File: config.mk
export PLATFORM = sky130hd
export DESIGN_NAME = sys_bus_arbiter
export DESIGN_NICKNAME = d
export VERILOG_FILES = /design/src/rtl/sys_bus_arbiter.sv
export SDC_FILE = /design/constraint.sdc
export NUM_CORES = 1
export LEC_CHECK = 0
export CAP_MARGIN = 25
export CORE_AREA = 2 2 159 161
export DETAILED_ROUTE_END_ITERATION = 10
export DIE_AREA = 0 0 161 163
export GPL_ROUTABILITY_DRIVEN = 1
export GPL_TIMING_DRIVEN = 0
export SETUP_SLACK_MARGIN = 0.3
export SLEW_MARGIN = 20
export SYNTH_ARGS = -nofsm -noshare
export SYNTH_HDL_FRONTEND = slang
export SYNTH_SLANG_ARGS = --single-unit
File: constraint.sdc
create_clock -name clk -period 4.8 [get_ports clk]
set_input_delay 0.72 -clock clk [delete_from_list [all_inputs] [get_ports clk]]
set_output_delay 0.72 -clock clk [all_outputs]
set_load 0.05 [all_outputs]
File: src/rtl/sys_bus_arbiter.sv
// sys_bus_arbiter: two-master round-robin arbiter and sequencer for the shared
// device bus behind the CPU data port. One master owns the bus at a time. The
// owner's address is decoded into one of four device windows, and the arbiter
// waits for that device's ready signal. It then returns read data, or it
// reports an error on a decode miss, a misaligned address or a timeout.
// Every output comes straight from a flop.

module sys_bus_arbiter #(
   parameter int TIMEOUT_CYC = 16,
   parameter int CNT_W       = 5
) (
   input  logic          clk,
   input  logic          reset,

   input  logic          m0_req,
   input  logic          m0_we,
   input  logic [31:0]   m0_addr,
   input  logic [31:0]   m0_wdata,
   output logic          m0_gnt,
   output logic          m0_done,
   output logic          m0_err,
   output logic [31:0]   m0_rdata,

   input  logic          m1_req,
   input  logic          m1_we,
   input  logic [31:0]   m1_addr,
   input  logic [31:0]   m1_wdata,
   output logic          m1_gnt,
   output logic          m1_done,
   output logic          m1_err,
   output logic [31:0]   m1_rdata,

   output logic [3:0]    dev_sel,
   output logic          dev_we,
   output logic [31:0]   dev_addr,
   output logic [31:0]   dev_wdata,
   input  logic [127:0]  dev_rdata,
   input  logic [3:0]    dev_ready
);

   // MISS is a one-cycle holding state for decode failures. It keeps the
   // grant pulse and the error completion in separate cycles.
   typedef enum logic [2:0] {
      ST_IDLE,
      ST_ACCESS,
      ST_MISS,
      ST_RESP,
      ST_ERR
   } state_t;

   // The wait counter holds this value in the last ACCESS cycle before a timeout.
   localparam logic [CNT_W-1:0] CNT_LAST = CNT_W'(TIMEOUT_CYC - 1);

   state_t            state_q, state_d;
   logic              owner_q, owner_d;
   logic              last_q, last_d;
   logic [CNT_W-1:0]  cnt_q, cnt_d;

   logic              m0_gnt_q, m0_gnt_d;
   logic              m1_gnt_q, m1_gnt_d;
   logic              m0_done_q, m0_done_d;
   logic              m1_done_q, m1_done_d;
   logic              m0_err_q, m0_err_d;
   logic              m1_err_q, m1_err_d;
   logic [31:0]       m0_rdata_q, m0_rdata_d;
   logic [31:0]       m1_rdata_q, m1_rdata_d;

   logic [3:0]        dev_sel_q, dev_sel_d;
   logic              dev_we_q, dev_we_d;
   logic [31:0]       dev_addr_q, dev_addr_d;
   logic [31:0]       dev_wdata_q, dev_wdata_d;

   logic              any_req;
   logic              win_m1;
   logic              win_we;
   logic [31:0]       win_addr;
   logic [31:0]       win_wdata;
   logic [3:0]        hit_sel;
   logic              decode_ok;

   logic              sel_ready;
   logic [31:0]       sel_rdata;
   logic [31:0]       resp_rdata;

   // Round-robin pick of the requesting master and window decode of its address.
   always_comb begin
      any_req   = m0_req | m1_req;
      win_m1    = m1_req & (~m0_req | ~last_q);
      win_we    = win_m1 ? m1_we    : m0_we;
      win_addr  = win_m1 ? m1_addr  : m0_addr;
      win_wdata = win_m1 ? m1_wdata : m0_wdata;

      hit_sel[0] = (win_addr[31:4] == 28'h00007F0) && (win_addr[3:0] <= 4'hB);
      hit_sel[1] = (win_addr[31:4] == 28'h00007F1) && (win_addr[3:0] <= 4'hB);
      hit_sel[2] = (win_addr[31:4] == 28'h00007F2);
      hit_sel[3] = (win_addr[31:4] == 28'h00007F3);

      decode_ok = (win_addr[1:0] == 2'b00) && (|hit_sel);
   end

   // Only the selected device's ready and read data are visible to the sequencer.
   always_comb begin
      sel_ready = |(dev_ready & dev_sel_q);
      sel_rdata = '0;
      for (int i = 0; i < 4; i++) begin
         if (dev_sel_q[i]) begin
            sel_rdata = sel_rdata | dev_rdata[32*i +: 32];
         end
      end
      resp_rdata = dev_we_q ? 32'h0 : sel_rdata;
   end

   // Sequencer next-state logic. Pulse outputs default to zero. The bus drive
   // registers hold their value unless a transaction starts or ends.
   always_comb begin
      state_d     = state_q;
      owner_d     = owner_q;
      last_d      = last_q;
      cnt_d       = cnt_q;

      m0_gnt_d    = 1'b0;
      m1_gnt_d    = 1'b0;
      m0_done_d   = 1'b0;
      m1_done_d   = 1'b0;
      m0_err_d    = 1'b0;
      m1_err_d    = 1'b0;
      m0_rdata_d  = 32'h0;
      m1_rdata_d  = 32'h0;

      dev_sel_d   = dev_sel_q;
      dev_we_d    = dev_we_q;
      dev_addr_d  = dev_addr_q;
      dev_wdata_d = dev_wdata_q;

      case (state_q)
         ST_IDLE: begin
            if (any_req) begin
               owner_d  = win_m1;
               last_d   = win_m1;
               m0_gnt_d = ~win_m1;
               m1_gnt_d = win_m1;
               cnt_d    = '0;
               if (decode_ok) begin
                  state_d     = ST_ACCESS;
                  dev_sel_d   = hit_sel;
                  dev_we_d    = win_we;
                  dev_addr_d  = {win_addr[31:2], 2'b00};
                  dev_wdata_d = win_wdata;
               end else begin
                  state_d = ST_MISS;
               end
            end
         end

         ST_ACCESS: begin
            if (sel_ready) begin
               state_d    = ST_RESP;
               m0_done_d  = ~owner_q;
               m1_done_d  = owner_q;
               m0_rdata_d = owner_q ? 32'h0 : resp_rdata;
               m1_rdata_d = owner_q ? resp_rdata : 32'h0;
               dev_sel_d  = 4'b0000;
               dev_we_d   = 1'b0;
               cnt_d      = '0;
            end else if (cnt_q == CNT_LAST) begin
               state_d   = ST_ERR;
               m0_done_d = ~owner_q;
               m1_done_d = owner_q;
               m0_err_d  = ~owner_q;
               m1_err_d  = owner_q;
               dev_sel_d = 4'b0000;
               dev_we_d  = 1'b0;
               cnt_d     = '0;
            end else begin
               cnt_d = cnt_q + CNT_W'(1);
            end
         end

         ST_MISS: begin
            state_d   = ST_ERR;
            m0_done_d = ~owner_q;
            m1_done_d = owner_q;
            m0_err_d  = ~owner_q;
            m1_err_d  = owner_q;
         end

         ST_RESP: begin
            state_d = ST_IDLE;
         end

         ST_ERR: begin
            state_d = ST_IDLE;
         end

         default: begin
            state_d = ST_IDLE;
         end
      endcase
   end

   // State, bookkeeping and output registers. Reset abandons any transaction
   // in flight without a completion pulse. The last-grant pointer resets to
   // master 1, so master 0 wins the first tie.
   always_ff @(posedge clk or posedge reset) begin
      if (reset) begin
         state_q     <= ST_IDLE;
         owner_q     <= 1'b0;
         last_q      <= 1'b1;
         cnt_q       <= '0;
         m0_gnt_q    <= 1'b0;
         m1_gnt_q    <= 1'b0;
         m0_done_q   <= 1'b0;
         m1_done_q   <= 1'b0;
         m0_err_q    <= 1'b0;
         m1_err_q    <= 1'b0;
         m0_rdata_q  <= 32'h0;
         m1_rdata_q  <= 32'h0;
         dev_sel_q   <= 4'b0000;
         dev_we_q    <= 1'b0;
         dev_addr_q  <= 32'h0;
         dev_wdata_q <= 32'h0;
      end else begin
         state_q     <= state_d;
         owner_q     <= owner_d;
         last_q      <= last_d;
         cnt_q       <= cnt_d;
         m0_gnt_q    <= m0_gnt_d;
         m1_gnt_q    <= m1_gnt_d;
         m0_done_q   <= m0_done_d;
         m1_done_q   <= m1_done_d;
         m0_err_q    <= m0_err_d;
         m1_err_q    <= m1_err_d;
         m0_rdata_q  <= m0_rdata_d;
         m1_rdata_q  <= m1_rdata_d;
         dev_sel_q   <= dev_sel_d;
         dev_we_q    <= dev_we_d;
         dev_addr_q  <= dev_addr_d;
         dev_wdata_q <= dev_wdata_d;
      end
   end

   assign m0_gnt    = m0_gnt_q;
   assign m1_gnt    = m1_gnt_q;
   assign m0_done   = m0_done_q;
   assign m1_done   = m1_done_q;
   assign m0_err    = m0_err_q;
   assign m1_err    = m1_err_q;
   assign m0_rdata  = m0_rdata_q;
   assign m1_rdata  = m1_rdata_q;
   assign dev_sel   = dev_sel_q;
   assign dev_we    = dev_we_q;
   assign dev_addr  = dev_addr_q;
   assign dev_wdata = dev_wdata_q;

endmodule

==> out/summary.txt <==
RSZ-0062 raised after global routing - false
Post-CTS Hold Buffers - 0
Share of layout cells above drive strength 1 - 5.00%
Yosys reg bits - 147
CP arrival - 3.23 ns
Detailed Route WL - 25700 um
Top cells by area, synth - dfrtp_1 (57%), a22oi_1 (7.9%), and3_1 (6.0%)
CP endpoint kind - register
Clock Sink Count - 147
Initial Util - 26.2%
Total routing usage reported by global routing - 19.3%
Clock-pin slew on the worst setup and hold paths - 0.06 ns
Post-synthesis sequential area ratio - 57.0%
Syn avg cell area - 10.7 sq um
Clk_skew - 0.00714 ns
Clock Path Buffers - 2
Int Power - 2.37 mW
Most frequent cells in the layout - clkdlybuf4s50_1 (402), dfrtp_1 (146), a22oi_1 (68)
CTS root buf - clkbuf_16
Share of total power in combinational logic - 20.4%
Post-synth EDFFs - 0
Reg2reg end - m0_rdata[30]$_DFF_PP0_
Synthesized area - 0.00646 sq mm
Post-route DRC - 0
Max-slew headroom - 48.8%
Leakage - 4.99 nW
Hold Vio Cnt, Final - 0
Reg2reg path depth - 6
Synth Flop Type - dfrtp_1
Critical R2R Launch - dev_sel[3]$_DFFE_PP0P_
Pwr Total - 3.29 mW
Die Y - 163 um
Row count - 58
Fin nets - 1296
IO Pins - 405
Synth Instances - 602
Die Area - 0.0262 sq mm
Clock share of power - 40.0%
Switching power - 0.920 mW
First-pass GRT wire length - 38400 um
Final Critical Period - 2.94 ns
Vias/cell - 4.61
Post-CTS Resized - 0
Flop pwr share - 39.6%
CP required - 5.09 ns
Top-area cell type share of the netlist area - 56.5%
Skew-Pair Late Insertion Delay - 0.41 ns
FF-to-FF setup slack - 2.15 ns
Critical Path Fanout Max - 10
Core area - 0.0247 sq mm
Routed vias - 6325
CTS tree - done
Number of diodes - 0
GRT Residual Overflow - 0
Number of max-cap violations - 0
Die width - 161 um
Endpoints failing setup - 0
Commonest non-fill, non-tap cell in the layout - clkdlybuf4s50_1
Max Transition Viols Final - 0
Post-CTS Repair Setup Buffers - 0
Worst Tran Pin Value - 0.768 ns
Hold Path End - dev_addr[14]$_DFFE_PP0P_
Area leader, netlist - dfrtp_1
Distinct cells, synth - 48
Syn-to-layout area delta - 79.3%
Setup tns final - 0 ns
Drt first pass iters - 4
Antenna violations before repair - 0
Critical path class - in2reg
Peak VDD IR - 189 uV
GP Congestion - 0.776
Port buffer count - 402
Yosys Warn Count - 0
Vias in the first global route - 6529
H-tree Lvls - 4
Largest net degree at the start of global routing - 33
Hold_sp - dev_addr[14]$_DFFE_PP0P_
Hold path depth - 1
Post-synth ARST share - 100%
Worst hold path type - reg2reg
Status - complete, no violations
CP Launch Type - input pin
DR WL/cell - 18.8 um
Final HPWL DP - 20800 um
Power Dens Cells - 284 mW/mm^2
Total CTS buffers - 17
Remaining antenna violation count - 0
Initial DRC count - 291
Final period util - 61.3%
Switching Fraction - 28.0%
Max frequency - 0.340 GHz
## state kept, by name (all words and copies together) (netlist names), 3 cells and up
| register | cells |
|---|---|
| cnt_q | 5 |
| m1_rdata | 32 |
| state_q | 3 |
| m0_rdata | 32 |
| dev_wdata | 32 |
| dev_addr | 30 |
| dev_sel | 4 |
## cell families (layout without fill, tap and decap cells)
kind of cell               Yosys count  in the layout  synth area share [%]
other                                1              2                0.0580
DFF                                147            147                  57.0
muxes                               42             42                  6.60
and+or+nand+nor                    190            190                  16.3
adders and majority gates            1              1                 0.194
buffers and inverters               54            492                  3.41
AOI/OAI and AO/OA                  167            167                  16.5
## metal layers
layer  share of wire (%)  vias to the layer above  GRT usage, %
met2                  52                      259          35.2
met1                  40                     3010          22.9
met4                 1.2                        0          4.42
li1                    -                     3037             -
met3                 6.6                       19          4.61
met5                   0                        -             0
## critical path, cell delays in order
cell	delay [ns]
clkdlybuf4s50_1	0.56
a21boi_4	0.38
nand2_1	0.11
nor3_1	0.41
o211ai_2	0.37
clkbuf_1	0.36
o22ai_1	0.31
## Yosys cell counts, types with 2 or more instances
cell type and count:
a211oi_1 3, a21o_1 2, a21oi_1 37, a22oi_1 68, a31oi_1 2, and2_1 23, and3_1 62, and4_1 2
buf_1 4, buf_2 2, buf_4 2, clkbuf_1 41, dfrtp_1 146, inv_1 4, mux2_2 4, mux2i_1 37
nand2_1 44, nand2b_1 9, nand3_1 6, nand4_1 2, nor2_1 14, nor2b_1 2, nor3_1 9, nor3b_1 2
nor4_1 6, nor4b_1 2, o21ai_0 45, o21ai_1 2
## area by class of cell
type	instances	area [sq um]
Multi-Input combinational cell	402	2560
Buffer	50	205
Fill cell	2327	13100
Tap cell	330	413
Clock inverter	13	150
Clock buffer	18	429
Timing Repair Buffer	407	4120
Sequential cell	147	3680
Inverter	4	18.8
## per-stage QoR
step / hold WS (ns) / area, sq um / std cells / util, % / setup slack (ns)
2_1_floorplan: 0.451 / 6470 / 603 / - / 2.23
3_3_place_gp: 0.450 / 10900 / 1335 / 44.2 / 0.848
3_5_place_dp: 0.452 / 11000 / 1340 / 44.6 / 1.37
4_1_cts: 0.476 / 11600 / 1371 / 47.0 / 1.81
5_1_grt: 0.493 / 11600 / 1371 / 47.0 / 1.64
6_report: 0.472 / 11600 / 1371 / 47.0 / 1.86
## power by group through the flow
stage	clock network [mW]	logic (mW)	registers, mW
CTS	1.35	0.681	1.30
detailed placement	0	0.678	1.33
global route	1.40	0.727	1.31
global placement	0	0.664	1.33
finish	1.32	0.672	1.30
floorplan	0	0.229	1.38
## how the worst max path moves through the flow
stage / from / endpoint / slack, ns / cells after the start
2_1_floorplan: reset / cnt_q[0]$_DFFE_PP0P_ / 2.23 / 1
5_1_grt: m1_req / dev_we$_DFFE_PP0P_ / 1.64 / 7
4_1_cts: m1_req / dev_we$_DFFE_PP0P_ / 1.81 / 7
3_3_place_gp: reset / dev_sel[1]$_DFFE_PP0P_ / 0.85 / 2
3_5_place_dp: m1_req / dev_we$_DFFE_PP0P_ / 1.37 / 7
6_report: m1_req / dev_we$_DFFE_PP0P_ / 1.86 / 7
(Power assumes the default switching activity.)
